### config.mk
export PLATFORM = sky130hd
export DESIGN_NAME = gb_cart_header
export DESIGN_NICKNAME = d
export VERILOG_FILES = /design/src/rtl/gb_cart_header.sv
export SDC_FILE = /design/constraint.sdc
export NUM_CORES = 1
export LEC_CHECK = 0
export CELL_PAD_IN_SITES_DETAIL_PLACEMENT = 1
export CELL_PAD_IN_SITES_GLOBAL_PLACEMENT = 1
export CORE_UTILIZATION = 36
export CTS_BUF_LIST = sky130_fd_sc_hd__clkbuf_2
export DETAILED_ROUTE_END_ITERATION = 10
export GPL_ROUTABILITY_DRIVEN = 0
export GPL_TIMING_DRIVEN = 1
export PLACE_DENSITY = 0.79
export SLEW_MARGIN = 10
export SYNTH_ARGS = -nofsm -noshare
export SYNTH_HDL_FRONTEND = slang
export SYNTH_SLANG_ARGS = --single-unit
### constraint.sdc
create_clock -name clock -period 2.4 [get_ports clock]
set_clock_uncertainty 0.1 [all_clocks]
set_input_delay 0.36 -clock clock [delete_from_list [all_inputs] [get_ports clock]]
set_output_delay 0.36 -clock clock [all_outputs]
set_load 0.01 [all_outputs]
### src/rtl/gb_cart_header.sv
// Cartridge header scanner: walks ROM bytes 0x0134..0x014D on a simple
// req/ack port, checks the header checksum, captures the type and size fields
// used by the MBC, and reports a held hdr_ok/error verdict with a done pulse.
//
// state | meaning
// ------+------------------------------------------------------------
// IDLE  | waiting for start; outputs hold the last verdict and fields
// REQ   | gap cycle, mem_req low; arms the request for the next cycle
// WAIT  | mem_req high with a stable address until mem_ack or timeout
// CHECK | one-cycle verdict on checksum and field support
// FIN   | done pulse, busy low, back to IDLE
module gb_cart_header (
  input  logic        clock,
  input  logic        rst,
  input  logic        start,
  output logic        mem_req,
  output logic [23:0] mem_addr,
  input  logic        mem_ack,
  input  logic [7:0]  mem_data,
  output logic        busy,
  output logic        done,
  output logic        hdr_ok,
  output logic        error,
  output logic [7:0]  cart_type,
  output logic [7:0]  rom_size,
  output logic [7:0]  ram_size,
  output logic        cgb,
  output logic [2:0]  mbc_sel
);

  localparam logic [15:0] ADDR_FIRST = 16'h0134;
  localparam logic [15:0] ADDR_CGB   = 16'h0143;
  localparam logic [15:0] ADDR_TYPE  = 16'h0147;
  localparam logic [15:0] ADDR_ROM   = 16'h0148;
  localparam logic [15:0] ADDR_RAM   = 16'h0149;
  localparam logic [15:0] ADDR_LAST  = 16'h014C;
  localparam logic [15:0] ADDR_CSUM  = 16'h014D;
  // The counter gives up on the cycle its increment would reach 255.
  localparam logic [7:0]  TMO_LAST   = 8'd254;

  typedef enum logic [2:0] {
    IDLE  = 3'd0,
    REQ   = 3'd1,
    WAIT  = 3'd2,
    CHECK = 3'd3,
    FIN   = 3'd4
  } state_t;

  state_t      state_q, state_d;
  logic        mem_req_q, mem_req_d;
  logic [15:0] addr_q, addr_d;
  logic [7:0]  acc_q, acc_d;
  logic [7:0]  tmo_q, tmo_d;
  logic        sum_ok_q, sum_ok_d;
  logic        hdr_ok_q, hdr_ok_d;
  logic        error_q, error_d;
  logic [7:0]  cart_type_q, cart_type_d;
  logic [7:0]  rom_size_q, rom_size_d;
  logic [7:0]  ram_size_q, ram_size_d;
  logic        cgb_q, cgb_d;

  // Controller select decoded from the captured cartridge type byte.
  always_comb begin
    mbc_sel = 3'd7;
    if (cart_type_q == 8'h00)                             mbc_sel = 3'd0;
    else if (cart_type_q >= 8'h01 && cart_type_q <= 8'h03) mbc_sel = 3'd1;
    else if (cart_type_q >= 8'h05 && cart_type_q <= 8'h06) mbc_sel = 3'd2;
    else if (cart_type_q >= 8'h0F && cart_type_q <= 8'h13) mbc_sel = 3'd3;
    else if (cart_type_q >= 8'h19 && cart_type_q <= 8'h1E) mbc_sel = 3'd5;
  end

  // Next-state, request handshake, checksum accumulation and field capture.
  always_comb begin
    state_d     = state_q;
    mem_req_d   = mem_req_q;
    addr_d      = addr_q;
    acc_d       = acc_q;
    tmo_d       = tmo_q;
    sum_ok_d    = sum_ok_q;
    hdr_ok_d    = hdr_ok_q;
    error_d     = error_q;
    cart_type_d = cart_type_q;
    rom_size_d  = rom_size_q;
    ram_size_d  = ram_size_q;
    cgb_d       = cgb_q;

    case (state_q)
      IDLE: begin
        mem_req_d = 1'b0;
        if (start) begin
          hdr_ok_d    = 1'b0;
          error_d     = 1'b0;
          sum_ok_d    = 1'b0;
          cart_type_d = 8'h00;
          rom_size_d  = 8'h00;
          ram_size_d  = 8'h00;
          cgb_d       = 1'b0;
          acc_d       = 8'h00;
          addr_d      = ADDR_FIRST;
          state_d     = REQ;
        end
      end
      REQ: begin
        // mem_req is registered, so it rises on entry to WAIT; this leaves
        // the REQ cycle as the low gap between consecutive requests.
        mem_req_d = 1'b1;
        tmo_d     = 8'd0;
        state_d   = WAIT;
      end
      WAIT: begin
        if (mem_ack) begin
          mem_req_d = 1'b0;
          if (addr_q == ADDR_CSUM) begin
            sum_ok_d = (mem_data == acc_q);
            state_d  = CHECK;
          end else begin
            if (addr_q >= ADDR_FIRST && addr_q <= ADDR_LAST)
              acc_d = acc_q - mem_data - 8'd1;
            if (addr_q == ADDR_CGB)  cgb_d       = mem_data[7];
            if (addr_q == ADDR_TYPE) cart_type_d = mem_data;
            if (addr_q == ADDR_ROM)  rom_size_d  = mem_data;
            if (addr_q == ADDR_RAM)  ram_size_d  = mem_data;
            addr_d  = addr_q + 16'd1;
            state_d = REQ;
          end
        end else begin
          tmo_d = tmo_q + 8'd1;
          if (tmo_q == TMO_LAST) begin
            mem_req_d = 1'b0;
            error_d   = 1'b1;
            state_d   = FIN;
          end
        end
      end
      CHECK: begin
        if (sum_ok_q && rom_size_q <= 8'h08 && ram_size_q <= 8'h05 &&
            mbc_sel != 3'd7)
          hdr_ok_d = 1'b1;
        else
          error_d = 1'b1;
        state_d = FIN;
      end
      FIN: begin
        state_d = IDLE;
      end
      default: begin
        state_d = IDLE;
      end
    endcase
  end

  // State and datapath registers with synchronous reset.
  always_ff @(posedge clock) begin
    if (rst) begin
      state_q     <= IDLE;
      mem_req_q   <= 1'b0;
      addr_q      <= 16'h0000;
      acc_q       <= 8'h00;
      tmo_q       <= 8'h00;
      sum_ok_q    <= 1'b0;
      hdr_ok_q    <= 1'b0;
      error_q     <= 1'b0;
      cart_type_q <= 8'h00;
      rom_size_q  <= 8'h00;
      ram_size_q  <= 8'h00;
      cgb_q       <= 1'b0;
    end else begin
      state_q     <= state_d;
      mem_req_q   <= mem_req_d;
      addr_q      <= addr_d;
      acc_q       <= acc_d;
      tmo_q       <= tmo_d;
      sum_ok_q    <= sum_ok_d;
      hdr_ok_q    <= hdr_ok_d;
      error_q     <= error_d;
      cart_type_q <= cart_type_d;
      rom_size_q  <= rom_size_d;
      ram_size_q  <= ram_size_d;
      cgb_q       <= cgb_d;
    end
  end

  // Output mapping; busy and done decode directly from the state register.
  always_comb begin
    mem_req   = mem_req_q;
    mem_addr  = {8'h00, addr_q};
    busy      = (state_q == REQ) || (state_q == WAIT) || (state_q == CHECK);
    done      = (state_q == FIN);
    hdr_ok    = hdr_ok_q;
    error     = error_q;
    cart_type = cart_type_q;
    rom_size  = rom_size_q;
    ram_size  = ram_size_q;
    cgb       = cgb_q;
  end

endmodule

# After elaboration in Yosys (flattened, before gate mapping)
# Cells that the tools add are included.
[word_totals]
regBits = 64
wordCells = 133
input_bits = 12
[op_classes]
mux = 50
n_addsub = 4
magnitude_cmp = 12
eq_ne = 26
n_reduce_logical = 29
[op_table]
columns = ["op", "n"]
rows = [
  ["two-way mux 8 bit", 14],
  ["equality test 16 x 9 -> 1 bit (second input constant)", 5],
  ["one-hot mux 8 bit (2 select lines)", 5],
  ["two-way mux 16 bit", 3],
  ["one-hot mux 16 bit (2 select lines)", 1],
  ["AND reduction 5 bit", 6],
  ["!= test 2 bit (second input constant)", 13],
  ["two-way mux 3 bit", 7],
  ["adder 16 x 1 -> 16 bit (second input constant)", 1],
  ["greater-or-equal comparator 16 x 9 -> 1 bit (second input constant)", 1],
  ["less-or-equal comparator 16 x 9 -> 1 bit (second input constant)", 1],
  ["less-or-equal comparator 8 x 3 -> 1 bit (second input constant)", 2],
  ["less-or-equal comparator 8 x 5 -> 1 bit (second input constant)", 2],
  ["two-way mux 1 bit", 12],
  ["one-hot mux 3 bit (4 select lines)", 1],
  ["adder 8 x 1 -> 8 bit (second input constant)", 1],
  ["equality test 8 bit", 1],
  ["equality test 8 bit (second input constant)", 1],
  ["greater-or-equal comparator 8 x 1 -> 1 bit (second input constant)", 1],
  ["greater-or-equal comparator 8 x 3 -> 1 bit (second input constant)", 1],
  ["greater-or-equal comparator 8 x 4 -> 1 bit (second input constant)", 1],
  ["greater-or-equal comparator 8 x 5 -> 1 bit (second input constant)", 1],
  ["less-or-equal comparator 8 x 2 -> 1 bit (second input constant)", 1],
  ["less-or-equal comparator 8 x 4 -> 1 bit (second input constant)", 1],
  ["other kinds (18)", 38],
]

# Logic depth before layout (Yosys ltp)
# Gate-level depths: netlist (run 1).
[depth]
depth_word = 11
depth_mapped = 11

# Worst setup path after synthesis (run 1)
# No wires, ideal clock.
[synth_timing]
path_kind = "reg2reg"
start = "reg addr_q[1]"
end = "reg acc_q[7]"
synth_period_minus_slack_ns = 2.461
arrival_ns = 2.241
required_time_ns = 2.180
n_path_buf = 2
path_stages_with_launch = 11
slack_ns = -0.061
setup_ns = 0.120
path_cell_list = "dfxtp_1 -> inv_1 -> ha_1 -> and4b_1 -> or4b_1 -> buf_6 -> nand2_4 -> or4_4 -> buf_6 -> and3_1 -> a211o_1"
[synth_between]
elab_chain_len = 4
[synth_rtl]
columns = ["item", "line", "text"]
rows = [
  ["start, declared", "51", "logic [15:0] addr_q, addr_d;"],
  ["start signal, assigned", "170", "addr_q <= addr_d;"],
  ["greater-or-equal comparator 16 x 9 -> 1 bit / less-or-equal comparator 16 x 9 -> 1 bit (equally long branches)", "117", "if (addr_q >= ADDR_FIRST && addr_q <= ADDR_LAST)"],
  ["logical AND 1 bit", "117", ""],
  ["!= test 2 bit (no line)", "n/a", ""],
  ["AND reduction 5 bit (no line) (*)", "n/a", ""],
  ["end signal, assigned", "158", "acc_q <= 8'h00;"],
  ["end signal, assigned", "171", "acc_q <= acc_d;"],
  ["end, declared", "52", "logic [7:0] acc_q, acc_d;"],
]
# Mark *: on every way between the ends. The rest lies on a longest branch, timed or not.
# A chain may end at the register's enable or synchronous reset.

# Worst setup path after layout (run 1)
[layout_timing]
start = "reg addr_q[10]"
end = "reg acc_q[7]"
# The elaborated chain is that of the path after synthesis.

==> results by group, run 1 <==
Cells and area
  • Finished Layout Cells: roughly 660
  • Share of cells above drive strength 1: 27.2%
  • Post-layout util: 53.9%
  • Fillcell total: about 1,100
  • Final layout net count: between 500 and 600
  • Area delta synth->final: 44.5%
  • Diodes inserted: 0

Clock tree
  • Clk_lat worst skew: between 0.5 and 0.6 ns
  • Cts hold-fix bufs: 0
  • H-tree depth: 3
  • Longest Clk Path Bufs: 2
  • Clk root buf: clkbuf_2
  • Worst-path clk slew: between 0.2 and 0.25 ns
  • CTS sink count: 64
  • CTS buffer count: 9
  • CTS tree: yes

Floorplanning
  • Die X: approximately 100 µm
  • Die height: ~100 µm
  • Initial Util: a little under two fifths
  • # IOs: between 60 and 70
  • Row count: 35
  • Die ar.: ~0.010 mm²
  • Core Footprint: roughly 0.0093 mm²

Logic synthesis
  • Average size of a mapped cell: 8.52 µm²
  • Netlist cell types: 63
  • Async set-reset flop share out of synthesis: 0%
  • Synthesized flop and latch total: 64
  • Top-count cell post-synth: dfxtp_1
  • Seq/Total Area, Yosys: 37.0%
  • Synth Warn #: 0
  • Mapped Cells: a little over 400
  • Main synth FF type: dfxtp_1
  • Top post-synthesis cells by count: dfxtp_1 (64), nor2_1 (56), nand3_1 (33), inv_1 (19)
  • Post-synth top area share: roughly 37%
  • Post-synth top area cell: dfxtp_1
  • Area contributors post-synth: dfxtp_1 (37%), nor2_1 (6.1%), nand3_1 (4.8%)
  • EDFF count, synth: 0
  • Synth Cell Area: roughly 0.0035 mm²

Global route
  • Initial antenna violation count: 0
  • GRT Residual Overflow: 0
  • Gr usage total: 23.7%
  • Largest net degree at the start of global routing: 17
  • Vias in the first global route: 3,669
  • First-pass GRT wire length: between 15,000 and 20,000 µm

Critical path
  • Crit path max-delay family: simple AND/OR/NAND/NOR gates
  • Worst Setup Path Type: reg2reg
  • CP Buf/Inv Count: 1
  • Slowest stage cell, crit path: or4b_4
  • Critical Path RT: approximately 2.7 ns
  • Crit path max fanout: 6
  • CP endpoint kind: flip-flop
  • Crit path cell chain: or4b_4 -> buf_6 -> or2_4 -> or4_4 -> and3_4 -> a211o_1
  • Critical Path AT: 2.83 ns
  • Critical path launch point type: flip-flop
  • Max incr delay on CP: roughly 0.56 ns

Status
  • Status: complete, but fails checks
  • Failing checks: negative setup slack

STA
  • Slew Viols, Final: 0
  • Post-route minimum period: 2.49 ns
  • Worst-Margin Slew: between 0.8 and 0.9 ns
  • Final period util: 104%
  • Hold Vio Cnt, Final: 0
  • Max Clock Freq: approximately 400 MHz
  • Final Hold Slack: 0.342 ns
  • Max_slew headroom: between 40% and 50%
  • Final WS setup: -0.0887 ns
  • RSZ-0062 raised after global routing: true
  • Final setup violation count: 22

Power
  • Clock Power Share: 40.0%
  • Leak: 2.00 nW
  • Peak supply drop: 0.279 mV
  • Logic pwr share: between 10% and 20%
  • Sw frac: between 20% and 30%
  • Internal Power: 1.68 mW
  • Sequential Power Share: approximately 46%
  • Psw: roughly 700 µW
  • Power Density: about 470 mW/mm²

Placement
  • Placed cells: 632
  • Hpwl dp: 8170 µm
  • IO buf count: 60

Detailed routing
  • DR WL/cell: about 18 µm
  • # DRC: 0
  • Post-route ant nets: 0
  • DR vias: 3,542
  • Drt total wl: 12,200 µm
  • Vias per cell: about 5.4
  • 1st-iter DRT viols: 118
  • Initial DRT Pass Iterations: 4

Flow run
  • Maxcap violations: 0

Hold path
  • Min-Delay Path Class: in2reg
final cells by class:
class                           instances  area [µm²]  area share [%]
Clock buffer                            9        45.0           0.901
Clock inverter                          7         125            2.50
Inverter                               19        71.3            1.43
Multi-Input combinational cell        299        2130            42.6
Sequential cell                        64        1300            26.1
Tap cell                              129         161            3.23
Timing Repair Buffer                  131        1160            23.3
layout by cell type (no fill, tap or decap), drive strengths merged, types with 3 or more instances in the layout:
cell type      netlist  layout
buf                 21      71
o21ai                8       8
a22oi                8       8
and3                 6       6
a22o                 8       8
a21oi               18      18
clkbuf              11      10
o21a                 3       3
a21o                 5       5
nand2b               6       6
o211ai               3       3
nor2b                6       6
nand2               19      19
clkdlybuf4s50        0      56
nor3                10      10
inv                 19      22
or3                  3       3
nand4                6       6
dfxtp               64      64
conb                 1       8
nor4b                4       4
nor2                56      56
o31ai               12      12
xnor2                7       7
or4                  3       4
ha                  12      12
nand3               33      33
mux2i                3       3
xor2                18      18
or4b                 3       3
and4                 3       3
bufinv               0       3
sequential cells by signal, summed over array words and instances, names as in the netlist:
signal     count
sum_ok_q       1
ram_size       8
state_q        3
cgb            1
tmo_q          8
addr_q        16
hdr_ok         1
error          1
cart_type      8
rom_size       8
mem_req        1
acc_q          8
what timing repair did:
| item | 4_1_cts | 5_1_grt |
|---|---|---|
| cloned | 1 | 0 |
| pin swaps | 19 | 15 |
| endpoints found under the hold margin | 0 | 0 |
| resized for setup | 30 | 32 |
| buffers inserted | 2 | 7 |
| endpoints found under the setup margin | 42 | 45 |
cell families after synthesis:
family / count (synthesis) / synth area share (%)
flip-flops: 64 / 37.0
multiplexers: 3 / 0.868
AND/OR/NAND/NOR: 167 / 25.6
buffers and inverters: 51 / 7.84
XOR/XNOR: 25 / 6.33
adder cells (fa/ha/maj): 13 / 4.92
other: 1 / 0.108
AO/OA/AOI/OAI: 82 / 17.3
final timing paths:
check	from	endpoint	cells after the start	slack, ns
worst max register to register	addr_q[10]	acc_q[7]	6	-0.09
worst min register to register	acc_q[3]	acc_q[3]	2	0.40
worst min-delay path	mem_data[1]	cart_type[1]	3	0.34
worst max-delay path	addr_q[10]	acc_q[7]	6	-0.09
power groups by stage:
stage / Sequential [mW] / Clock [mW] / Combinational [mW]
after floorplan: 1.12 / 0 / 0.141
after global placement: 1.11 / 0 / 0.281
after detailed placement: 1.11 / 0 / 0.290
after CTS: 1.09 / 0.953 / 0.300
after global routing: 1.09 / 0.999 / 0.355
final: 1.09 / 0.946 / 0.331
worst reg2reg max path: stages (launching register included):
cell	delay, ns
dfxtp_2	0.37
or4b_4	0.56
buf_6	0.15
or2_4	0.24
or4_4	0.56
and3_4	0.18
a211o_1	0.22
stage by stage:
step	instance area [µm²]	TNS [ns]	setup slack, ns	power, mW
finish	5000	-0.691	-0.0887	2.36
global placement	4530	-1.54	-0.279	1.39
detailed placement	4530	-2.83	-0.394	1.40
global route	5000	-2.39	-0.135	2.44
floorplan	3490	0	0.00449	1.26
CTS	4800	-0.500	-0.0461	2.34
per-layer routing:
layer  track usage, %  part of all wire, %  up-vias
met5                0                    0        -
met4             8.92                  2.7        0
met3             3.48                  3.7       30
met2             43.3                   52      103
met1             28.1                   42     1744
li1                 -                    -     1665
Note: power is estimated with default switching activity, not from simulation.
==> run 2, diff against run 1 <==
Settings changed: CTS_CLUSTER_SIZE set to 25.
==> results of run 2 <==
No change in the layout: final DEF, timing and power equal those of run 1.
